`src/rtl/seg7_pkg.sv`:
```
// Shared types and the segment decoder for the 7-segment scan driver.
// Segment vectors are active-low with bit 0 = segment a through bit 6 = segment g.
package seg7_pkg;

  typedef logic [6:0] seg7_t;

  localparam seg7_t SEG_BLANK = 7'h7F;
  localparam seg7_t SEG_DASH  = 7'b0111111;

  // BCD nibble to active-low segment pattern; non-decimal codes show a dash.
  function automatic seg7_t bcd_to_seg(input logic [3:0] nib);
    seg7_t s;
    case (nib)
      4'd0:    s = 7'b1000000;
      4'd1:    s = 7'b1111001;
      4'd2:    s = 7'b0100100;
      4'd3:    s = 7'b0110000;
      4'd4:    s = 7'b0011001;
      4'd5:    s = 7'b0010010;
      4'd6:    s = 7'b0000010;
      4'd7:    s = 7'b1111000;
      4'd8:    s = 7'b0000000;
      4'd9:    s = 7'b0010000;
      default: s = SEG_DASH;
    endcase
    return s;
  endfunction

endpackage

```
`src/rtl/tick_gen.sv`:
```
// Prescaler producing a one-cycle tick every CLK_HZ/RATE_HZ clock cycles.
// Ports:
//   clk       in  system clock, rising edge
//   reset     in  asynchronous active-low reset (count returns to 0)
//   tick      out high while the count is DIV-1
//   tick_next out high while the count is DIV-2, i.e. one cycle before tick
module tick_gen #(
  parameter int CLK_HZ  = 50_000_000,
  parameter int RATE_HZ = 1_000
) (
  input  logic clk,
  input  logic reset,
  output logic tick,
  output logic tick_next
);

  localparam int DIV = CLK_HZ / RATE_HZ;
  localparam int CW  = (DIV > 2) ? $clog2(DIV) : 1;
  localparam logic [CW-1:0] CNT_LAST = CW'(DIV - 1);
  localparam logic [CW-1:0] CNT_PRE  = CW'(DIV - 2);

  logic [CW-1:0] cnt_q, cnt_d;

  assign tick      = (cnt_q == CNT_LAST);
  assign tick_next = (cnt_q == CNT_PRE);

  always_comb begin
    cnt_d = tick ? '0 : cnt_q + CW'(1);
  end

  always_ff @(posedge clk or negedge reset) begin
    if (!reset) cnt_q <= '0;
    else        cnt_q <= cnt_d;
  end

endmodule

```
`src/rtl/seg7_scan_driver.sv`:
```
// Time-multiplexed driver for a common-anode multi-digit 7-segment display.
// Digits/decimal points are captured into a shadow buffer on load and copied
// to the display buffer only when the scan wraps, so a frame never mixes
// old and new values.
// Ports:
//   clk     in  system clock, rising edge
//   reset   in  asynchronous active-low reset
//   load    in  capture digits/dp this cycle
//   digits  in  BCD nibbles, digits[3:0] = digit 0 (least significant)
//   dp      in  decimal-point request per digit, 1 = on
//   seg     out segments, active-low, seg[0]=a .. seg[6]=g
//   dp_n    out decimal point, active-low
//   an_n    out digit anodes, active-low, an_n[0] = digit 0
//   frame   out one-cycle pulse as the scan returns to digit 0
module seg7_scan_driver
  import seg7_pkg::*;
#(
  parameter int CLK_HZ   = 50_000_000,
  parameter int SCAN_HZ  = 1_000,
  parameter int N_DIGITS = 4,
  parameter int BLANK_LZ = 1
) (
  input  logic                  clk,
  input  logic                  reset,
  input  logic                  load,
  input  logic [4*N_DIGITS-1:0] digits,
  input  logic [N_DIGITS-1:0]   dp,
  output logic [6:0]            seg,
  output logic                  dp_n,
  output logic [N_DIGITS-1:0]   an_n,
  output logic                  frame
);

  localparam int IW = (N_DIGITS > 2) ? $clog2(N_DIGITS) : 1;
  localparam int DW = 4 * N_DIGITS;
  localparam logic [IW-1:0]       IDX_LAST = IW'(N_DIGITS - 1);
  localparam logic [N_DIGITS-1:0] AN_DIG0  = N_DIGITS'(1);

  logic tick, tick_next, wrap;

  logic [IW-1:0]       idx_q, idx_d;
  logic [DW-1:0]       shadow_dig_q, shadow_dig_d;
  logic [N_DIGITS-1:0] shadow_dp_q, shadow_dp_d;
  logic [DW-1:0]       disp_dig_q, disp_dig_d;
  logic [N_DIGITS-1:0] disp_dp_q, disp_dp_d;

  seg7_t               seg_q, seg_d;
  logic                dp_n_q, dp_n_d;
  logic [N_DIGITS-1:0] an_n_q, an_n_d;
  logic                frame_q, frame_d;

  logic [N_DIGITS-1:0] lz_blank;
  logic                zero_above;
  logic [3:0]          cur_nib;
  logic                cur_dp, cur_blank;

  tick_gen #(
    .CLK_HZ (CLK_HZ),
    .RATE_HZ(SCAN_HZ)
  ) u_tick_gen (
    .clk      (clk),
    .reset    (reset),
    .tick     (tick),
    .tick_next(tick_next)
  );

  assign wrap = tick && (idx_q == IDX_LAST);

  always_comb begin
    idx_d = idx_q;
    if (tick) idx_d = (idx_q == IDX_LAST) ? '0 : idx_q + IW'(1);
  end

  // Shadow takes every load; on a wrap the display takes the shadow's next
  // value, which already holds the incoming digits when load coincides.
  always_comb begin
    shadow_dig_d = load ? digits : shadow_dig_q;
    shadow_dp_d  = load ? dp     : shadow_dp_q;
    disp_dig_d   = wrap ? shadow_dig_d : disp_dig_q;
    disp_dp_d    = wrap ? shadow_dp_d  : disp_dp_q;
  end

  // Leading-zero mask from the display buffer; it only changes on a wrap,
  // so the decision is fixed for the whole frame. Digit 0 is never blanked.
  always_comb begin
    lz_blank   = '0;
    zero_above = 1'b1;
    for (int k = N_DIGITS - 1; k >= 1; k--) begin
      zero_above  = zero_above && (disp_dig_d[4*k +: 4] == 4'd0);
      lz_blank[k] = (BLANK_LZ != 0) && zero_above && !disp_dp_d[k];
    end
  end

  always_comb begin
    cur_nib   = '0;
    cur_dp    = 1'b0;
    cur_blank = 1'b0;
    for (int k = 0; k < N_DIGITS; k++) begin
      if (idx_d == IW'(k)) begin
        cur_nib   = disp_dig_d[4*k +: 4];
        cur_dp    = disp_dp_d[k];
        cur_blank = lz_blank[k];
      end
    end
  end

  // Output registers are loaded with next-cycle values: blank for the tick
  // cycle (anti-ghost), and the new digit in the cycle after tick.
  always_comb begin
    if (tick_next) begin
      an_n_d = '1;
      seg_d  = SEG_BLANK;
      dp_n_d = 1'b1;
    end else begin
      an_n_d = ~(AN_DIG0 << idx_d);
      seg_d  = cur_blank ? SEG_BLANK : bcd_to_seg(cur_nib);
      dp_n_d = ~cur_dp;
    end
    frame_d = wrap;
  end

  always_ff @(posedge clk or negedge reset) begin
    if (!reset) begin
      idx_q        <= '0;
      shadow_dig_q <= '0;
      shadow_dp_q  <= '0;
      disp_dig_q   <= '0;
      disp_dp_q    <= '0;
      seg_q        <= SEG_BLANK;
      dp_n_q       <= 1'b1;
      an_n_q       <= '1;
      frame_q      <= 1'b0;
    end else begin
      idx_q        <= idx_d;
      shadow_dig_q <= shadow_dig_d;
      shadow_dp_q  <= shadow_dp_d;
      disp_dig_q   <= disp_dig_d;
      disp_dp_q    <= disp_dp_d;
      seg_q        <= seg_d;
      dp_n_q       <= dp_n_d;
      an_n_q       <= an_n_d;
      frame_q      <= frame_d;
    end
  end

  assign seg   = seg_q;
  assign dp_n  = dp_n_q;
  assign an_n  = an_n_q;
  assign frame = frame_q;

endmodule

```
`config.mk`:
```
export PLATFORM = sky130hd
export DESIGN_NAME = seg7_scan_driver
export DESIGN_NICKNAME = d
export VERILOG_FILES = /design/src/rtl/seg7_pkg.sv /design/src/rtl/tick_gen.sv /design/src/rtl/seg7_scan_driver.sv
export SDC_FILE = /design/constraint.sdc
export NUM_CORES = 1
export LEC_CHECK = 0
export ABC_AREA = 1
export CORE_MARGIN = 1.5
export CORE_UTILIZATION = 40
export CTS_BUF_LIST = sky130_fd_sc_hd__clkbuf_4
export CTS_CLUSTER_DIAMETER = 40
export DETAILED_ROUTE_END_ITERATION = 10
export GPL_ROUTABILITY_DRIVEN = 0
export PLACE_DENSITY_LB_ADDON = 0.05
export SLEW_MARGIN = 30
export SYNTH_ARGS = -nofsm -noshare
export SYNTH_HDL_FRONTEND = slang
export SYNTH_HIERARCHICAL = 1
export SYNTH_SLANG_ARGS = --single-unit
```
`constraint.sdc`:
```
create_clock -name clk -period 4.9 [get_ports clk]
set_input_delay 0.49 -clock clk [delete_from_list [all_inputs] [get_ports clk]]
set_output_delay 0.49 -clock clk [all_outputs]
set_load 0.1 [all_outputs]
```
# Word-level counts from Yosys, hierarchy flattened
# Memory sizes are Yosys's and may differ from the RTL's.
# Index checks and enable logic that the tools add are counted.
[word_totals]
register_bits = 71
romBits = 112
input_bits = 23
out_inout_bits = 13
elab_cells = 57
n_memories = 1
[classes]
addsub = 2
n_eq_ne = 6
shift = 1
muxes = 22
bitwise = 2
reduce_logical = 13
[memory_table]
columns = ["memory", "words", "word_bits", "read_ports", "rd_clocked_by_memory_dff", "write_ports", "line", "source"]
rows = [
  ["(name not given)", 16, 7, 1, 0, 0, "seg7_pkg.sv:13", "case (nib)"],
]
[ops]
columns = ["operator", "count"]
rows = [
  ["16-bit two-way mux", 3],
  ["16-bit == test, second input constant", 2],
  ["4-bit two-way mux", 7],
  ["16-bit by 1-bit adder with 16-bit output, second input constant", 1],
  ["7-bit two-way mux", 2],
  ["4-bit logical NOT", 3],
  ["1-bit two-way mux", 8],
  ["2-bit == test, second input constant", 3],
  ["1-bit logical AND", 6],
  ["2-bit two-way mux", 2],
  ["4-bit inverter", 1],
  ["1-bit by 2-bit << shifter with 4-bit output, first input constant", 1],
  ["1-bit logical NOT", 3],
  ["2-bit by 1-bit adder with 2-bit output, second input constant", 1],
  ["2-bit by 1-bit == test with 1-bit output, second input constant", 1],
  ["2-bit logical NOT", 1],
  ["1-bit inverter", 1],
]

# Longest topological paths before layout
[logic_depth]
ltp_word = 12
mapped_depth = 20
depth_no_buf = 20

# Modules after synthesis
# The synthesis kept the hierarchy.
[modules_own_cells]
columns = ["mod", "n_inst", "cells_per_inst", "area_each_um2", "seq_area_each_um2"]
rows = [
  ["seg7_scan_driver", 1, 301, 2601.2, 1391.3],
  ["tick_gen", 1, 121, 917.1, 400.4],
]

# Worst setup path after synthesis
# Ideal clock, no wire load.
[synth_path]
path_type = "flip-flop to flip-flop"
from = "register u_tick_gen.cnt_q[0]"
to = "register seg_q[0] (netlist: seg[0])"
setup_ns = 0.088
arrival_time_ns = 2.326
required_time_ns = 4.812
setup_slack_ns = 2.485
stages_incl_launch_ff = 19
path_buffers = 1
synth_period_minus_slack_ns = 2.415
cell_sequence = "dfrtp_1 ha_1 nand3_2 inv_2 nand3_1 inv_2 nand2_2 buf_6 nand2_1 nand2_2 nand2_1 nand3_1 nor2_1 inv_1 ha_1 inv_1 nand3_1 nand3_1 nand3_1"
[synth_via]
elab_cells_between_ends = 31
classes_between = "eq/ne: 5; mux: 12; reduce/logical: 13; memory: 1"
[synth_rtl]
columns = ["item", "line", "source"]
rows = [
  ["from (decl)", "tick_gen.sv:22", "logic [CW-1:0] cnt_q, cnt_d;"],
  ["from (signal assigned)", "tick_gen.sv:33", "else cnt_q <= cnt_d;"],
  ["16-bit == test *", "tick_gen.sv:24", "assign tick = (cnt_q == CNT_LAST);"],
  ["net tick", "seg7_scan_driver.sv:39", "logic tick, tick_next, wrap;"],
  ["1-bit logical AND *", "seg7_scan_driver.sv:67", "assign wrap = tick && (idx_q == IDX_LAST);"],
  ["16-bit two-way mux *", "seg7_scan_driver.sv:79", "disp_dig_d = wrap ? shadow_dig_d : disp_dig_q;"],
  ["net disp_dig_d[4]", "seg7_scan_driver.sv:44", "logic [DW-1:0] disp_dig_q, disp_dig_d;"],
  ["branches (longest 6 deep; another with memory 16 x 7 bit)", "--", ""],
  ["7-bit two-way mux *", "seg7_scan_driver.sv:116", "seg_d = cur_blank ? SEG_BLANK : bcd_to_seg(cur_nib);"],
  ["7-bit two-way mux *", "seg7_scan_driver.sv:110", "if (tick_next) begin"],
  ["net seg_d[0]", "seg7_scan_driver.sv:47", "seg7_t seg_q, seg_d;"],
  ["to (signal assigned)", "seg7_scan_driver.sv:139", "seg_q <= seg_d;"],
  ["to (decl)", "seg7_scan_driver.sv:47", ""],
]
# Mark *: on every way through the listed nets, which the timed path passes.

# Final worst setup path
# Ends and elaborated chain as after synthesis.

==> metrics.md <==
| Metric | Value |
|---|---|
| Status | complete, no violations |
| Number of placed instances, taps included | 558 |
| Area of the core region | 8640 um^2 |
| Number of DRC violations after detailed routing | 0 |
| Category of the worst setup path capture point | flip-flop |
| Maximum fanout along the worst path | 22 |
| Sequential cell area | 1790 um^2 |
| Count of yosys warnings during synthesis | 6 |
| Maximum clock frequency | 309 MHz |
| Effective utilization at floorplan | 40.7% |
| Count of unique library cells instantiated by Yosys | 30 |
| Final clock skew | 0.0158 ns |
| Classification of the worst-slack hold path | primary input to asynchronous set/reset pin |
| Required time at the worst-slack endpoint | 5.23 ns |
| Final antenna diode count | 0 |
| Crit path cell chain | ha_1 -> nand3_2 -> inv_2 -> nand3_1 -> inv_2 -> nand2_2 -> inv_2 -> nand2_1 -> nand2_2 -> nand2_1 -> nand3_1 -> nor2_1 -> inv_1 -> ha_1 -> inv_1 -> nand3_1 -> nand3_1 -> nand3_1 |
| Cell Pwr Density | 263 nW/um^2 |
| Max_slew headroom | 35.3% |
| Area added between synthesis and finish | 16.5% |
| Via count | 2605 |
| Total power of the final layout | 1.08 mW |
| Number of filler cells placed in the layout | 857 |
| Leak Pwr | 2.06 nW |
| Die boundary width | 96.8 um |
| Setup Total Neg Slack | 0 ns |
| Number of violations of the max-capacitance limit | 0 |
| Reg clk slew, reported paths | 0.12 ns |
| Io pins | 36 |
| Setup-failing EPs final | 0 |
| Critical Path Source Type | flip-flop |
| CTS tree | yes |
| Slowest cell on crit path | sky130_fd_sc_hd__dfrtp_1 |
| Number of global-route vias before repair | 2493 |
| Post-cts gate resize count | 0 |
| Pre-antenna DRT Iters | 4 |
| Deepest clock path buffer count | 2 |
| Net switching component of the power | 0.239 mW |
| Worst-case setup margin in the final layout | 1.67 ns |
| Logic pwr share | 5.0% |
| Cell area after synthesis | 3520 um^2 |
| DP HPWL | 4.88 mm |
| Top cell family by delay on the critical path | simple AND/OR/NAND/NOR gates |
| Crit path time final | 3.23 ns |
| Site row count | 34 |
| Antenna violations before repair | 0 |
| Worst stage delay on the critical path | 0.44 ns |
| Total GRT Usage | 16.7% |
| Internal | 0.838 mW |
| Unrepaired setup endpoints after global routing | false |
| Portion of the clock cycle consumed by the worst path in the final layout | 66.0% |
| Fraction of power spent switching nets | 22.2% |
| Syn Area/Cell | 8.34 um^2 |
| Non-filler cells in the finished layout | 574 |
| Number of flip-flops and latches in the synthesized netlist | 71 |
| H-tree depth | 3 |
| Number of I/O port buffers | 35 |
| Slew Viols, Final | 0 |
| Floorplan die height | 96.8 um |
| Most common cell type on the critical path | sky130_fd_sc_hd__nand3_1 |
| Post-CTS setup buffers | 0 |
| Number of buffers inserted by hold repair at cts | 0 |
| Clock root buffer | sky130_fd_sc_hd__clkbuf_4 |
| Register area share after synthesis | 50.9% |
| Pin count of the biggest net entering global routing | 72 |
| Nets@finish | 493 |
| Total nets after synthesis | 454 |
| Total detailed-routing wirelength | 7.13 mm |
| Multi-input logic area | 1490 um^2 |
| Clock buffers created by TritonCTS | 9 |
| Cells after Synth | 422 |
| Clock network fraction of design power | 38.9% |
| Die area | 9370 um^2 |
| Sequential Power Share | 56.1% |
| Via/cell ratio | 4.54 |
| Data arrival at the endpoint of the critical path | 3.57 ns |
| Fraction of final layout cells sized beyond drive strength 1 | 16.7% |
| Num Clock Sinks | 71 |
| Global-route wire length before repair | 12.4 mm |
| Starting DRC count in detailed routing | 73 |
| Pre-CTS WS | 1.52 ns |
| Number of buffer and inverter instances along the worst setup path | 5 |
| Residual antenna-violating net count after detailed routing | 0 |
| Critical path class | flip-flop to flip-flop |
| Average wire per cell in the routed design | 12.4 um |
| Skew-Pair Late Insertion Delay | 0.41 ns |
| Maximum resistive drop on vdd | 0.000127 V |
| Global route total overflow | 0 |
| Hold Fails Final Rpt | 0 |
| Measured slew at the worst slew-check pin | 0.967 ns |
[worst paths after layout]
kind,end,start,cells after the start,slack (ns)
max,seg[0],u_tick_gen/cnt_q[0],18,1.67
min in group clk,shadow_dig_q[8],shadow_dig_q[8],2,0.48
min,shadow_dig_q[9],reset,2,0.15
max reg2reg,seg[0],u_tick_gen/cnt_q[0],18,1.67
max in group asynchronous,u_tick_gen/cnt_q[8],reset,2,4.29
min reg2reg,shadow_dig_q[8],shadow_dig_q[8],2,0.48
[placed cells by master, fill, tap and decap left out, drive strengths merged, types with 5 or more instances in the layout]
cell type      Yosys  layout
nand2            187     187
dfrtp             59      59
inv               46      46
nor2              40      40
clkdlybuf4s50      0      34
nand3             32      32
dfstp             12      12
clkbuf             0      11
ha                 9       9
xor2               7       7
o21ai              6       6
nand4              5       5
[cell families after synthesis]
logic type,Yosys count,synth area share (%)
XOR/XNOR,8,1.99
buffers and inverters,54,6.76
AO/OA/AOI/OAI,12,2.60
flip-flops,71,50.9
adder cells (fa/ha/maj),9,3.20
AND/OR/NAND/NOR,268,34.5
[layout make-up]
| cell class | count | share of cell area, % |
|---|---|---|
| clock buffers | 11 | 2.01 |
| clock inverters | 5 | 1.77 |
| inverters | 46 | 4.21 |
| flip-flops and latches | 71 | 43.7 |
| well taps | 108 | 3.30 |
| repair buffers | 36 | 8.70 |
| multi-input cells | 297 | 36.3 |
[metal layers]
layer	wire length (um)	GRT usage [%]	vias up
met3	200	3.25	11
li1	-	-	1367
met1	3680	24.0	1194
met2	3130	24.6	33
met5	0	0	-
met4	116	7.02	0
[power by group through the flow]
stage,Sequential [mW],Combinational (mW),Clock [mW]
final,0.604,0.0538,0.419
after global routing,0.606,0.0628,0.463
after CTS,0.604,0.0555,0.437
after detailed placement,0.615,0.0550,0
after global placement,0.615,0.0544,0
after floorplan,0.614,0.0204,0
[registers in the layout (all words and copies together), names as in the netlist]
signal            cells
idx_q                 2
seg                   7
frame                 1
an_n                  4
disp_dig_q           16
dp_n                  1
shadow_dig_q         16
disp_dp_q             4
shadow_dp_q           4
u_tick_gen/cnt_q     16
[metrics by stage]
| step | hold WS [ns] | util (%) | area (um^2) |
|---|---|---|---|
| after floorplan | 0.194 | - | 3520 |
| after global placement | 0.454 | 45.6 | 3940 |
| after detailed placement | 0.458 | 45.6 | 3940 |
| after CTS | 0.296 | 47.4 | 4100 |
| after global routing | 0.196 | 47.5 | 4100 |
| final | 0.148 | 47.5 | 4100 |
[synth_stat cells]
| cell type | count | area (um^2) |
|---|---|---|
| sky130_fd_sc_hd__a21oi_4 | 1 | 16.3 |
| sky130_fd_sc_hd__nor2b_1 | 1 | 6.26 |
| sky130_fd_sc_hd__ha_1 | 9 | 113 |
| sky130_fd_sc_hd__buf_6 | 4 | 45.0 |
| sky130_fd_sc_hd__o21ai_1 | 2 | 10.0 |
| sky130_fd_sc_hd__nand3_1 | 30 | 150 |
| sky130_fd_sc_hd__nand4_1 | 2 | 12.5 |
| sky130_fd_sc_hd__nor2_1 | 30 | 113 |
| sky130_fd_sc_hd__dfrtp_1 | 59 | 1480 |
| sky130_fd_sc_hd__o21bai_1 | 2 | 15.0 |
| sky130_fd_sc_hd__buf_2 | 4 | 20.0 |
| sky130_fd_sc_hd__nand3_2 | 2 | 20.0 |
| sky130_fd_sc_hd__nand2_2 | 22 | 138 |
| sky130_fd_sc_hd__inv_2 | 9 | 33.8 |
| sky130_fd_sc_hd__nor2_2 | 6 | 37.5 |
| sky130_fd_sc_hd__xor2_1 | 7 | 61.3 |
| sky130_fd_sc_hd__nand2_1 | 165 | 619 |
| sky130_fd_sc_hd__nand4_4 | 2 | 42.5 |
| sky130_fd_sc_hd__a21oi_1 | 3 | 15.0 |
| sky130_fd_sc_hd__o21ai_4 | 1 | 16.3 |
| sky130_fd_sc_hd__o21ai_2 | 1 | 8.76 |
| sky130_fd_sc_hd__or2_2 | 1 | 6.26 |
| sky130_fd_sc_hd__nor2_4 | 4 | 45.0 |
| sky130_fd_sc_hd__nand4_2 | 1 | 12.5 |
| sky130_fd_sc_hd__dfstp_2 | 12 | 315 |
| sky130_fd_sc_hd__nor4_1 | 1 | 6.26 |
| sky130_fd_sc_hd__xnor2_1 | 1 | 8.76 |
| sky130_fd_sc_hd__o21ai_0 | 2 | 10.0 |
| sky130_fd_sc_hd__inv_1 | 37 | 139 |
| sky130_fd_sc_hd__or2_1 | 1 | 6.26 |
(Power assumes the default switching activity.)
